<file path="config.mk">
export PLATFORM = sky130hd
export DESIGN_NAME = alu_mc
export DESIGN_NICKNAME = d
export VERILOG_FILES = /design/src/rtl/alu_mc_pkg.sv /design/src/rtl/alu_mc_iter_muldiv.sv /design/src/rtl/alu_mc.sv
export SDC_FILE = /design/constraint.sdc
export NUM_CORES = 1
export LEC_CHECK = 0
export ABC_AREA = 1
export BUFFER_PORTS_ARGS = -buffer_cell sky130_fd_sc_hd__buf_2
export CORE_MARGIN = 4
export CORE_UTILIZATION = 35
export DETAILED_ROUTE_END_ITERATION = 8
export SYNTH_ARGS = -nofsm -noshare
export SYNTH_HDL_FRONTEND = slang
export SYNTH_SLANG_ARGS = --single-unit
</file>
<file path="constraint.sdc">
create_clock -name clk -period 12 [get_ports clk]
set_clock_uncertainty 0.1 [all_clocks]
set_input_delay 3.6 -clock clk [delete_from_list [all_inputs] [get_ports clk]]
set_output_delay 3.6 -clock clk [all_outputs]
set_load 0.02 [all_outputs]
</file>
<file path="src/rtl/alu_mc_pkg.sv">
// Shared encodings for the multi-cycle ALU: opcodes, FSM states, flag positions.
package alu_mc_pkg;

  localparam logic [2:0] OP_ADD   = 3'b000;
  localparam logic [2:0] OP_SUB   = 3'b001;
  localparam logic [2:0] OP_AND   = 3'b010;
  localparam logic [2:0] OP_ORR   = 3'b011;
  localparam logic [2:0] OP_EOR   = 3'b100;
  localparam logic [2:0] OP_MUL   = 3'b101;
  localparam logic [2:0] OP_UMULL = 3'b110;
  localparam logic [2:0] OP_UDIV  = 3'b111;

  typedef enum logic [1:0] {
    ST_IDLE = 2'd0,
    ST_RUN  = 2'd1,
    ST_DONE = 2'd2
  } state_t;

  localparam int FLAG_N = 3;
  localparam int FLAG_Z = 2;
  localparam int FLAG_C = 1;
  localparam int FLAG_V = 0;

  // MUL, UMULL and UDIV go through the one-bit-per-cycle engine.
  function automatic logic is_iter(input logic [2:0] op);
    return op[2] & (op[1] | op[0]);
  endfunction

endpackage

</file>
<file path="src/rtl/alu_mc_iter_muldiv.sv">
// Iterative shift-add multiplier / restoring divider, one bit per step.
// Multiply: {hi,lo} starts as {0,A}; each step adds B to hi when lo[0]=1
// and shifts the pair right, leaving the 2*WIDTH product in {hi,lo}.
// Divide: hi is the partial remainder, lo shifts the dividend out and the
// quotient bits in.
module iter_muldiv #(
  parameter int WIDTH = 32,
  parameter int CNTW  = $clog2(WIDTH) + 1
) (
  input  logic             clk,
  input  logic             reset,
  input  logic             load,
  input  logic             step,
  input  logic             mode,
  input  logic [WIDTH-1:0] a,
  input  logic [WIDTH-1:0] b,
  output logic [WIDTH-1:0] lo_nxt,
  output logic [WIDTH-1:0] hi_nxt,
  output logic             last
);

  logic [WIDTH-1:0] lo_q, hi_q, b_q;
  logic [CNTW-1:0]  cnt_q;
  logic             mode_q;
  logic [WIDTH:0]   sum, shifted, diff;

  // One multiply or divide iteration computed from the current registers.
  always_comb begin
    sum     = {1'b0, hi_q} + (lo_q[0] ? {1'b0, b_q} : '0);
    shifted = {hi_q, lo_q[WIDTH-1]};
    diff    = shifted - {1'b0, b_q};
    if (mode_q) begin
      if (shifted >= {1'b0, b_q}) begin
        hi_nxt = diff[WIDTH-1:0];
        lo_nxt = {lo_q[WIDTH-2:0], 1'b1};
      end else begin
        hi_nxt = shifted[WIDTH-1:0];
        lo_nxt = {lo_q[WIDTH-2:0], 1'b0};
      end
    end else begin
      hi_nxt = sum[WIDTH:1];
      lo_nxt = {sum[0], lo_q[WIDTH-1:1]};
    end
  end

  assign last = (cnt_q == CNTW'(WIDTH - 1));

  // Operand load on accept, then one iteration per step.
  always_ff @(posedge clk) begin
    if (reset) begin
      lo_q   <= '0;
      hi_q   <= '0;
      b_q    <= '0;
      mode_q <= 1'b0;
      cnt_q  <= '0;
    end else if (load) begin
      lo_q   <= a;
      hi_q   <= '0;
      b_q    <= b;
      mode_q <= mode;
      cnt_q  <= '0;
    end else if (step) begin
      lo_q  <= lo_nxt;
      hi_q  <= hi_nxt;
      cnt_q <= cnt_q + CNTW'(1);
    end
  end

endmodule

</file>
<file path="src/rtl/alu_mc.sv">
// Multi-cycle ALU: single-cycle ADD/SUB/AND/ORR/EOR, iterative MUL/UMULL/UDIV.
// The FSM, the single-cycle datapath and the flag logic live here; the
// iterative engine is iter_muldiv.
module alu_mc
  import alu_mc_pkg::*;
#(
  parameter int WIDTH = 32,
  parameter int CNTW  = $clog2(WIDTH) + 1
) (
  input  logic             clk,
  input  logic             reset,
  input  logic             start,
  input  logic [2:0]       op,
  input  logic [WIDTH-1:0] SrcA,
  input  logic [WIDTH-1:0] SrcB,
  output logic             busy,
  output logic             done,
  output logic [WIDTH-1:0] Result,
  output logic [WIDTH-1:0] ResultHi,
  output logic [3:0]       ALUFlags
);

  state_t           state_q, state_d;
  logic [2:0]       op_q;
  logic             divz_q;
  logic             accept, iter_op, last;
  logic [WIDTH-1:0] it_lo, it_hi;
  logic [WIDTH-1:0] res_q, hi_q;
  logic [3:0]       flags_q;

  logic             sub;
  logic [WIDTH-1:0] b_eff, alu_res;
  logic [WIDTH:0]   sum;
  logic [3:0]       alu_flags;
  logic [WIDTH-1:0] fin_res, fin_hi;
  logic [3:0]       fin_flags;

  assign accept  = start && (state_q != ST_RUN);
  assign iter_op = is_iter(op);

  iter_muldiv #(.WIDTH(WIDTH), .CNTW(CNTW)) u_iter (
    .clk    (clk),
    .reset  (reset),
    .load   (accept && iter_op),
    .step   (state_q == ST_RUN),
    .mode   (op == OP_UDIV),
    .a      (SrcA),
    .b      (SrcB),
    .lo_nxt (it_lo),
    .hi_nxt (it_hi),
    .last   (last)
  );

  // State register.
  always_ff @(posedge clk) begin
    if (reset) state_q <= ST_IDLE;
    else       state_q <= state_d;
  end

  // Next-state logic; start only counts outside RUN.
  always_comb begin
    state_d = state_q;
    case (state_q)
      ST_IDLE, ST_DONE: state_d = start ? (iter_op ? ST_RUN : ST_DONE) : ST_IDLE;
      ST_RUN:           if (last) state_d = ST_DONE;
      default:          state_d = ST_IDLE;
    endcase
  end

  // FSM outputs.
  always_comb begin
    busy = (state_q == ST_RUN);
    done = (state_q == ST_DONE);
  end

  // Single-cycle datapath; SUB is A + ~B + 1 so C=1 means no borrow.
  always_comb begin
    sub       = (op == OP_SUB);
    b_eff     = sub ? ~SrcB : SrcB;
    sum       = {1'b0, SrcA} + {1'b0, b_eff} + {{WIDTH{1'b0}}, sub};
    alu_res   = '0;
    alu_flags = '0;
    case (op)
      OP_ADD, OP_SUB: begin
        alu_res           = sum[WIDTH-1:0];
        alu_flags[FLAG_C] = sum[WIDTH];
        alu_flags[FLAG_V] = (SrcA[WIDTH-1] == b_eff[WIDTH-1]) &&
                            (alu_res[WIDTH-1] != SrcA[WIDTH-1]);
      end
      OP_AND:  alu_res = SrcA & SrcB;
      OP_ORR:  alu_res = SrcA | SrcB;
      OP_EOR:  alu_res = SrcA ^ SrcB;
      default: alu_res = '0;
    endcase
    alu_flags[FLAG_N] = alu_res[WIDTH-1];
    alu_flags[FLAG_Z] = (alu_res == '0);
  end

  // Final iterative result, taken from the engine's last-step values.
  always_comb begin
    fin_res   = it_lo;
    fin_hi    = '0;
    fin_flags = '0;
    case (op_q)
      OP_UMULL: begin
        fin_hi            = it_hi;
        fin_flags[FLAG_N] = it_hi[WIDTH-1];
        fin_flags[FLAG_Z] = (it_hi == '0) && (it_lo == '0);
      end
      OP_UDIV: begin
        // A zero divisor yields all-ones quotient bits; report 0 instead.
        fin_res           = divz_q ? '0 : it_lo;
        fin_hi            = it_hi;
        fin_flags[FLAG_N] = fin_res[WIDTH-1];
        fin_flags[FLAG_Z] = (fin_res == '0);
      end
      default: begin
        fin_flags[FLAG_N] = it_lo[WIDTH-1];
        fin_flags[FLAG_Z] = (it_lo == '0);
      end
    endcase
  end

  // Capture the op and divide-by-zero condition at the accepting edge.
  always_ff @(posedge clk) begin
    if (reset) begin
      op_q   <= OP_ADD;
      divz_q <= 1'b0;
    end else if (accept) begin
      op_q   <= op;
      divz_q <= (SrcB == '0);
    end
  end

  // Result registers update only on the edge entering DONE.
  always_ff @(posedge clk) begin
    if (reset) begin
      res_q   <= '0;
      hi_q    <= '0;
      flags_q <= '0;
    end else if (accept && !iter_op) begin
      res_q   <= alu_res;
      hi_q    <= '0;
      flags_q <= alu_flags;
    end else if ((state_q == ST_RUN) && last) begin
      res_q   <= fin_res;
      hi_q    <= fin_hi;
      flags_q <= fin_flags;
    end
  end

  assign Result   = res_q;
  assign ResultHi = hi_q;
  assign ALUFlags = flags_q;

endmodule

</file>
Word level (Yosys, flattened, before mapping)
Index checks and enable logic that the tools add are counted.

storage, ports and cells
  memories = 0
  bits in read-only memories = 0
  bits in writable memories = 0
  register bits after elaboration = 177
  output and inout bits = 70
  latch bits = 0

cells by class
  $add $sub $neg = 5
  multipliers = 0
  divide/modulo/power cells = 0
  magnitude comparators = 1
  muxes and demuxes = 22
  bitwise gates (word level) = 6
  shift-type cells = 0
  eq/ne operators = 14
  reductions and logical operators = 21

operators by type and width
  kind                                           number
  2-to-1 mux 32 bit                              12
  zero test 32 bit                               5
  case mux 32 bit (4 select lines)               1
  adder 32 x 32 -> 33 bit                        2
  adder 33 x 1 -> 33 bit                         1
  >= comparator 33 x 32 -> 1 bit                 1
  bitwise AND 32 bit                             1
  NOT 32 bit                                     1
  bitwise OR 32 bit                              1
  subtractor 32 bit                              1
  XOR 32 bit                                     1
  == test 3 bit, second input constant           4
  OR reduction 2 bit                             5
  2-to-1 mux 2 bit                               4
  2-to-1 mux 4 bit                               2
  case mux 2 bit (2 select lines)                2
  adder 6 x 1 -> 6 bit, second input constant    1
  == test 3 x 2 -> 1 bit, second input constant  2
  == test 6 x 5 -> 1 bit, second input constant  1
  logical AND 1 bit                              6
  != test 2 x 1 -> 1 bit, second input constant  2
  nonzero test 2 bit                             2
  == test 3 x 1 -> 1 bit, second input constant  1
  zero test 3 bit                                1
  other kinds (9)                                9

Logic depth before layout (Yosys ltp)
Gate-level depths: netlist of the first run.

  word-level depth = 8
  depth in mapped cells = 27
  mapped depth without buffers = 26

By module
Synthesis of the first run repeated with hierarchy kept, for this count alone.

second synthesis, totals
  cell total of the unflattened synthesis = 3075
  area total of the unflattened synthesis = 17974.7 µm²

modules (own cells, without submodules)
  module       instances  area each (µm²)  cells an instance
  iter_muldiv  1          10129.7          1818
  alu_mc       1          7845.0           1257

Worst setup path before layout of the first run
Ideal clock, no wire load.

  kind = input port to flip-flop
  start point = input port op[2]
  end point = register flags_q[2], in the netlist ALUFlags[2]
  arrival = 6238 ps
  path buffers = 1
  stages on the path = 18
  setup time = 70 ps
  path slack = 5593 ps
  cell sequence = nor2_4 -> nand2_2 -> buf_1 -> xor2_1 -> ha_1 -> a21oi_1 -> o21ai_0 -> a21oi_1 -> nand3_1 -> or2_2 -> nand3_1 -> nand4_1 -> nor2_1 -> nor2b_1 -> nand3_1 -> nor2_1 -> nand4_1 -> a21oi_1

on the way
  cells in the longest elaborated chain, start to end = 7
  elaborated cells on any way between the ends = 16
  classes of those cells = 2 x add/sub; 4 x eq/ne; 3 x mux; 1 x bitwise; 6 x reduce/logical

ends and longest elaborated chain
  what                              line                        source
  start, declared                   alu_mc.sv:13                input logic [2:0] op,
  == test 3 x 1 -> 1 bit            alu_mc.sv:78, alu_mc.sv:83
  2-to-1 mux 32 bit                 alu_mc.sv:79                b_eff = sub ? ~SrcB : SrcB;
  adder 32 x 32 -> 33 bit           alu_mc.sv:80                sum = {1'b0, SrcA} + {1'b0, b_eff} + {{WIDTH{1'b0}}, sub};
  adder 33 x 1 -> 33 bit            alu_mc.sv:80
  case mux 32 bit (4 select lines)  alu_mc.sv:83                case (op)
  zero test 32 bit                  alu_mc.sv:96                alu_flags[FLAG_Z] = (alu_res == '0);
  2-to-1 mux 4 bit                  alu_mc.sv:141               end else if (accept && !iter_op) begin
  end signal, assigned              alu_mc.sv:144               flags_q <= alu_flags;
  end signal, assigned              alu_mc.sv:148               flags_q <= fin_flags;
  end, declared                     alu_mc.sv:29                logic [3:0] flags_q;

Parallel ways exist; a longest one is shown, timed or not.
A chain may end at the register's enable or synchronous reset.

Final worst setup path of the first run
Ends and elaborated chain as after synthesis.

==> reports/qor.txt, run 1 <==
cell count after synthesis -> 2857
number of buffer and inverter instances along the worst setup path -> 3
effective utilization at floorplan -> 35.5%
post-synthesis register bit count -> 177
RSZ-0062 raised after global routing -> no
number of routed nets with antenna violations -> 0
die area -> 0.0522 mm²
highest clock frequency the design can meet -> 132 MHz
count of standard-cell rows -> 80
Worst Setup Slack, final -> 4.45 ns
slowest cell on the critical path -> nand2_2
number of warnings printed during yosys synthesis -> 0
kind of start point of the critical path -> input port
final period utilization -> 62.9%
Vias per Instance -> 5.25
Synth async-reset ratio -> 0%
worst path required time -> 12.34 ns
count of pins over their slew limit -> 0
hold endpoint -> ResultHi[8]
quantity of gates resized following cts -> 0
TritonCTS Buffers -> 17
count of flip-flops with a built-in enable after synthesis -> 0
final standard cell utilization of the core -> 39.4%
final total negative setup slack -> 0 ns
sort of element at the end of the critical path -> register
die width -> 228 µm
post-synth top area share -> 20.8%
count of unique library cells instantiated by Yosys -> 54
count of antenna diodes in the layout -> 0
most instantiated flip-flop cell in the synthesis netlist -> dfxtp_1
clock latency on the worst-skew pair -> 0.50 ns
final-layout worst hold slack -> 0.360 ns
combined area of all synthesized cells -> 0.0170 mm²
slew of the pin with the lowest slew margin -> 1.11 ns
initial antenna violation count -> 0
nets in the synthesized netlist -> 3090
post-route cell area -> 0.0189 mm²
GRT Total Usage -> 24.9%
dominant cell type by area after synthesis -> dfxtp_1
placed inst area -> 0.0183 mm²
Reg-to-Reg Start -> u_iter.b_q[26]
number of input and output port buffers inserted -> 139
Setup Buffers After CTS -> 0
number of top-level pins -> 140
CTS tree -> yes
Detail Placement HPWL -> 52800 µm
leading cell type by number of instances after synthesis -> nand2_1
number of global-route vias before repair -> 17793
Relative slew margins -> 25.8%
remaining global-route overflow -> 0
largest net degree at the start of global routing -> 61
final standard cell count with taps included and fillers excluded -> 3570
type of the worst min-delay path -> register to register
final net count -> 3175
DRC violations left -> 0
Cell Chain, Critical Path -> buf_2 > nor2_4 > buf_4 > nand2_2 > xor2_1 > ha_1 > a21oi_1 > nand2_1 > nand2_1 > nand2_1 > or2_2 > nand3_1 > nand2_1 > inv_1 > nand3_1 > nor2_1 > nand4_1 > nor2_1 > nand4_1 > nor2_1 > nand4_1 > a21oi_1
Final min period -> 7.55 ns
status -> finished, final reports clean
total count of hold-check failures in the final report -> 0
number of H-tree branching levels -> 4
leakage power of the design -> 9.86 nW
proportion of layout cells with a drive suffix above 1 -> 8.80%
end of the worst register-to-register path -> ALUFlags[2]
crit-path most repeated cell -> nand2_1
number of hold buffers added after CTS -> 0
Max Cap Violations -> 0
PD cells -> 105 mW/mm²
internal reg-to-reg setup slack -> 7.07 ns
vias after detailed routing -> 18735
most frequent cells after synthesis -> nand2_1 (725), inv_1 (439), nor2_1 (338), a21oi_1 (277), dfxtp_1 (177)
Iteration-0 DRC Markers -> 1590
clock buffer depth -> 2
Root Buffer Master -> clkbuf_16
first-pass GRT wire length -> 102000 µm
overall power consumption -> 1.99 mW
mean cell area of the mapped netlist -> 5.95 µm²
Max stage delay on crit path -> 0.71 ns
arrival time at the worst endpoint -> 7.89 ns
worst ir drop on vdd -> 0.0991 mV
total core area -> 0.0478 mm²
P&R area growth vs syn -> 10.9%
final count of negative-setup-slack endpoints -> 0
routability congestion estimate -> 0.942
top post-synthesis cells by area -> dfxtp_1 (21%), nand2_1 (16%), ha_1 (12%)
average wire length per cell after detail routing -> 18.7 µm
# clock sinks -> 177
y dimension of the die -> 228 µm
clk slew on worst S/H paths -> 0.09 ns
Hold Path Cell Cnt -> 2
post-synthesis sequential area ratio -> 20.8%
Worst path top cell family by delay -> simple AND/OR/NAND/NOR gates
logic depth of the worst register-to-register path -> 21
highest net fanout along the worst path -> 32
kind of critical path -> input port to register
cell count after placement -> 3538
Hold Crit Start -> ResultHi[8]
total wirelength of the detailed-routed design -> 66600 µm
drt first pass iters -> 5
worst slack at placement -> 4.04 ns
[layer usage]
metal | vias to the layer above | part of all wire (%) | GRT usage (%)
met5 | - | 0 | 0
met4 | 0 | 3.6 | 9.18
met3 | 110 | 6.6 | 3.35
met2 | 668 | 45 | 40.7
met1 | 8508 | 45 | 33.5
li1 | 9449 | - | -
[flip-flops by register name, summed over array words and instances, names as in the netlist]
| register | flops |
|---|---|
| ALUFlags | 4 |
| Result | 32 |
| ResultHi | 32 |
| divz_q | 1 |
| op_q | 3 |
| state_q | 2 |
| u_iter.b_q | 32 |
| u_iter.cnt_q | 6 |
| u_iter.hi_q | 32 |
| u_iter.lo_q | 32 |
| u_iter.mode_q | 1 |
[cell type report]
cell class / count / area (µm²)
Fill cell: 5352 / 29000
Multi-Input combinational cell: 2135 / 11400
Sequential cell: 177 / 3540
Inverter: 449 / 1690
Timing Repair Buffer: 162 / 868
Tap cell: 615 / 769
Clock buffer: 18 / 439
Clock inverter: 14 / 161
[cells by family (layout without fill, tap and decap cells)]
family	count (synthesis)	in the layout	share of synthesized area, %
flops	177	177	20.8
xor+xnor	45	45	2.32
simple gates	1342	1342	33.1
compound gates	572	572	18.6
fa+ha+maj	163	163	12.1
buf+inv	545	643	12.3
mux	13	13	0.765
[worst register-to-register path: stages, from the launching register on]
cell and delay (ns):
dfxtp_1 0.44, inv_1 0.07, ha_1 0.38, nand2_1 0.11, nand2_1 0.05, nand2_1 0.07, nand2_1 0.06, a21oi_2 0.17
nand2_2 0.08, nor2_4 0.55, nand2_4 0.39, nand2_1 0.58, nand2_1 0.10, a21oi_1 0.52, nand3_1 0.32, nor3_2 0.18
nand3_1 0.13, nand2_1 0.10, nand2_1 0.05, nand2_1 0.10, nand2_1 0.12, a21oi_1 0.19
[cell usage in the layout (no fill, tap or decap), types with 14 or more instances in the layout]
| master | count |
|---|---|
| nand3b_1 | 14 |
| a31oi_1 | 14 |
| a221oi_1 | 27 |
| clkbuf_16 | 17 |
| or2_2 | 21 |
| o21ai_0 | 174 |
| ha_1 | 160 |
| nand2_1 | 724 |
| buf_4 | 23 |
| o22ai_1 | 31 |
| nand3_1 | 122 |
| a21oi_1 | 277 |
| nand4_1 | 64 |
| inv_1 | 439 |
| dfxtp_1 | 176 |
| nor3_1 | 18 |
| xor2_1 | 39 |
| nor2_1 | 333 |
| buf_2 | 139 |
[power breakdown]
part | switching (mW) | internal [mW] | leakage (nW)
combinational | 0.524 | 0.227 | 8.13
clock | 0.303 | 0.285 | 0.291
sequential | 0.0296 | 0.616 | 1.44
total | 0.857 | 1.13 | 9.86
[worst max path at each step]
stage | slack (ns) | depth (start not counted) | end | startpoint
floorplan | 5.59 | 18 | ALUFlags[2] | op[2]
global route | 4.19 | 20 | Result[25] | op[2]
CTS | 4.54 | 22 | ALUFlags[2] | op[2]
finish | 4.45 | 22 | ALUFlags[2] | op[2]
global placement | 4.10 | 22 | ALUFlags[2] | op[2]
detailed placement | 4.04 | 22 | ALUFlags[2] | op[2]
Note: power is estimated with default switching activity, not from simulation.
==> inputs of run 2 (changes only) <==
clock period = 7.55 ns   (was 12 ns; I/O delays follow)
==> reports/qor.txt, run 2 (synthesis results as in run 1) <==
number of hold buffers added after CTS -> 0
leakage power of the design -> 9.85 nW
filler cell count in the final layout -> 5350
Global Route met3 Usage -> 3.66%
total wirelength of the detailed-routed design -> 65600 µm
number of input and output port buffers inserted -> 139
RSZ-0062 raised after global routing -> no
total count of hold-check failures in the final report -> 0
post-route cell area -> 0.0188 mm²
worst path required time -> 7.85 ns
TritonCTS Buffers -> 17
number of buffer and inverter instances along the worst setup path -> 1
Worst Setup Slack, final -> 2.04 ns
met2 track demand over resource in global routing -> 39.4%
PD cells -> 167 mW/mm²
remaining global-route overflow -> 0
initial antenna violation count -> 0
final period utilization -> 73.0%
largest net degree at the start of global routing -> 68
highest clock frequency the design can meet -> 182 MHz
Relative slew margins -> 21.0%
worst slack at placement -> 1.63 ns
drt first pass iters -> 5
sequential cell area -> 0.00354 mm²
die area -> 0.0522 mm²
GRT Total Usage -> 24.2%
die width -> 228 µm
sort of element at the end of the critical path -> register
number of top-level pins -> 140
routing usage on met1 -> 32.3%
highest net fanout along the worst path -> 24
average wire length per cell after detail routing -> 18.4 µm
count of pins over their slew limit -> 0
most common cell after layout, fill and taps aside -> nand2_1
P&R area growth vs syn -> 10.8%
final-layout worst hold slack -> 0.361 ns
Max stage delay on crit path -> 0.43 ns
quantity of gates resized following cts -> 0
type of the worst min-delay path -> register to register
Detail Placement HPWL -> 52700 µm
vias after detailed routing -> 18734
Setup Buffers After CTS -> 0
Final min period -> 5.51 ns
arrival time at the worst endpoint -> 5.81 ns
clock buffer depth -> 2
Root Buffer Master -> clkbuf_16
final net count -> 3172
kind of critical path -> input port to register
status -> finished, final reports clean
overall power consumption -> 3.14 mW
first-pass GRT wire length -> 99700 µm
Worst path top cell family by delay -> simple AND/OR/NAND/NOR gates
number of H-tree branching levels -> 4
number of routed nets with antenna violations -> 0
clk slew on worst S/H paths -> 0.07 ns
most frequent cells in the layout -> nand2_1 (724), inv_1 (439), nor2_1 (334)
total core area -> 0.0478 mm²
placed inst area -> 0.0182 mm²
area of the multi-input gates -> 0.0114 mm²
clock latency on the worst-skew pair -> 0.47 ns
slowest cell on the critical path -> nand2_2
routability congestion estimate -> 0.991
effective utilization at floorplan -> 35.5%
proportion of layout cells with a drive suffix above 1 -> 8.67%
grt peak-use layer -> met2
count of standard-cell rows -> 80
number of global-route vias before repair -> 17347
slew of the pin with the lowest slew margin -> 1.19 ns
y dimension of the die -> 228 µm
Cell Chain, Critical Path -> buf_2 > nor2_4 > nand2_2 > xor2_1 > ha_1 > a21oi_1 > o21ai_0 > a21oi_1 > nand3_1 > or2_2 > nand3_1 > nand4_1 > nor2_1 > nor2b_1 > nand3_1 > nor2_1 > nand4_1 > a21oi_1
# clock sinks -> 177
final total negative setup slack -> 0 ns
count of antenna diodes in the layout -> 0
final count of negative-setup-slack endpoints -> 0
Max Cap Violations -> 0
worst ir drop on vdd -> 0.148 mV
CTS tree -> yes
Iteration-0 DRC Markers -> 1683
DRC violations left -> 0
kind of start point of the critical path -> input port
Vias per Instance -> 5.25
## run 2: final timing paths
| kind | startpoint | end | slack, ns | cells past startpoint |
|---|---|---|---|---|
| setup / recovery | op[2] | ALUFlags[2] | 2.04 | 18 |
| hold / removal | ResultHi[5] | ResultHi[5] | 0.36 | 2 |
| setup reg to reg | u_iter.b_q[28] | ALUFlags[2] | 2.77 | 19 |
| hold reg to reg | ResultHi[5] | ResultHi[5] | 0.36 | 2 |
## run 2: area by class of cell
type | count | area share, %
repair buffers | 159 | 4.49
multi-input cells | 2135 | 60.5
clock buffers | 19 | 2.40
clock inverters | 13 | 0.771
flip-flops and latches | 177 | 18.8
inverters | 449 | 8.95
well taps | 615 | 4.09
## run 2: worst register-to-register path: cells and delay by family, from the launching register on
kind,cells,cell delay [ns]
flip-flops,1,0.39
AO/OA/AOI/OAI,4,1.07
AND/OR/NAND/NOR,13,2.74
buffers and inverters,1,0.06
adder cells (fa/ha/maj),1,0.38
## run 2: where the power goes
group,switching (mW),total (mW),internal [mW]
clock network,0.443,0.928,0.486
registers,0.0527,1.03,0.979
logic,0.823,1.18,0.360
## run 2: layer usage
| layer | vias up | wire length, µm |
|---|---|---|
| met1 | 8474 | 28900 |
| met3 | 112 | 4810 |
| met5 | - | 0 |
| met2 | 711 | 29400 |
| met4 | 0 | 2480 |
| li1 | 9437 | - |
## run 2: stage by stage
step                      instances  utilization (%)
final                          3567             39.4
after CTS                      3567             39.4
after detailed placement       3535             38.1
after global placement         3535             38.1
after floorplan                2857                -
after global routing           3567             39.4
==> inputs of run 3 (changes only) <==
clock period = 5.8 ns   (was 7.55 ns; I/O delays follow)
==> reports/qor.txt, run 3 (synthesis results as in run 1) <==
status -> finished, final reports clean
final net count -> 3184
clock buffer depth -> 2
count of standard-cell rows -> 80
worst ir drop on vdd -> 0.146 mV
Vias per Instance -> 5.25
leakage power of the design -> 9.91 nW
total wirelength of the detailed-routed design -> 66900 µm
average wire length per cell after detail routing -> 18.7 µm
Relative slew margins -> 25.7%
y dimension of the die -> 228 µm
arrival time at the worst endpoint -> 5.11 ns
routability congestion estimate -> 0.988
DRC violations left -> 0
worst path required time -> 6.15 ns
number of routed nets with antenna violations -> 0
final count of negative-setup-slack endpoints -> 0
highest net fanout along the worst path -> 30
number of top-level pins -> 140
total core area -> 0.0478 mm²
Detail Placement HPWL -> 53600 µm
Root Buffer Master -> clkbuf_16
P&R area growth vs syn -> 11.3%
drt first pass iters -> 6
vias after detailed routing -> 18807
most common cell after layout, fill and taps aside -> nand2_1
initial antenna violation count -> 0
most frequent cells in the layout -> nand2_1 (724), inv_1 (439), nor2_1 (334)
PD cells -> 218 mW/mm²
final standard cell count with taps included and fillers excluded -> 3579
proportion of layout cells with a drive suffix above 1 -> 9.04%
first-pass GRT wire length -> 102000 µm
number of H-tree branching levels -> 4
largest net degree at the start of global routing -> 61
number of input and output port buffers inserted -> 139
die width -> 228 µm
count of antenna diodes in the layout -> 0
GRT Total Usage -> 24.9%
final total negative setup slack -> 0 ns
sequential cell area -> 0.00354 mm²
kind of critical path -> input port to register
remaining global-route overflow -> 0
total count of hold-check failures in the final report -> 0
clk slew on worst S/H paths -> 0.09 ns
Max Cap Violations -> 0
RSZ-0062 raised after global routing -> no
clock latency on the worst-skew pair -> 0.51 ns
TritonCTS Buffers -> 17
sort of element at the end of the critical path -> register
CTS tree -> yes
final period utilization -> 81.9%
area of the multi-input gates -> 0.0114 mm²
type of the worst min-delay path -> register to register
cell count after placement -> 3547
number of global-route vias before repair -> 17664
quantity of gates resized following cts -> 0
die area -> 0.0522 mm²
# clock sinks -> 177
number of hold buffers added after CTS -> 0
Setup Buffers After CTS -> 0
Iteration-0 DRC Markers -> 1597
count of pins over their slew limit -> 0
Final min period -> 4.75 ns
kind of start point of the critical path -> input port
highest clock frequency the design can meet -> 210 MHz
filler cell count in the final layout -> 5311
effective utilization at floorplan -> 35.5%
slew of the pin with the lowest slew margin -> 1.11 ns
-- run 3: cell types whose count changed in the layout (fill, tap and decap cells not counted) --
| cell | previous run | this run |
|---|---|---|
| buf_4 | 20 | 32 |
| bufinv_16 | 1 | 0 |
| clkbuf_8 | 2 | 0 |
| clkinv_4 | 3 | 1 |
| clkinv_8 | 1 | 5 |
| inv_12 | 0 | 1 |
-- run 3: path summary, 6_finish.rpt --
check / from / end / slack [ns] / cells after the start
worst max-delay path: op[2] / ALUFlags[2] / 1.05 / 22
worst min register to register: ResultHi[31] / ResultHi[31] / 0.36 / 2
worst max register to register: u_iter.lo_q[0] / ALUFlags[2] / 1.65 / 23
worst min-delay path: ResultHi[31] / ResultHi[31] / 0.36 / 2
-- run 3: metal layers --
| metal | vias up | GRT usage, % | part of all wire (%) |
|---|---|---|---|
| li1 | 9462 | - | - |
| met1 | 8548 | 33.0 | 44 |
| met2 | 687 | 41.2 | 45 |
| met3 | 110 | 3.80 | 7.0 |
| met4 | 0 | 8.67 | 3.3 |
| met5 | - | 0 | 0 |
-- run 3: final cells by class --
cell class	instances	area share (%)
inverter	449	8.90
clock inverter	15	0.945
multi-input combinational	2135	60.2
timing repair buffer	171	4.94
tap	615	4.06
sequential	177	18.7
clock buffer	17	2.25
-- run 3: where the power goes --
part	total (mW)	internal, mW	switching [mW]
sequential	1.34	1.27	0.0647
clock	1.23	0.582	0.647
combinational	1.56	0.479	1.08
-- run 3: worst max-delay path, stage by stage --
cell and delay, ns:
buf_2 0.15, nor2_4 0.06, nand2_2 0.09, buf_4 0.47, xor2_1 0.14, ha_1 0.43
nand3_1 0.13, nand2_1 0.13, nand2_1 0.06, nand2_1 0.11, inv_1 0.05, o21ai_1 0.27
nand2_1 0.11, nand2_1 0.18, nand4_1 0.17, a21oi_1 0.20, nor2_1 0.07, nor2_1 0.11
nand2_1 0.08, nor2_1 0.09, nand4_1 0.10, a21oi_1 0.14
-- run 3: through the flow --
stage	power [mW]	setup WS (ns)	util, %	hold slack, ns	area (µm²)
after floorplan	2.43	1.25	-	0.337	17000
after CTS	4.14	1.11	39.6	0.364	18900
after detailed placement	2.90	0.553	38.3	0.352	18300
final	4.13	1.05	39.6	0.362	18900
after global placement	2.90	0.598	38.3	0.352	18300
after global routing	4.38	0.664	39.6	0.382	18900
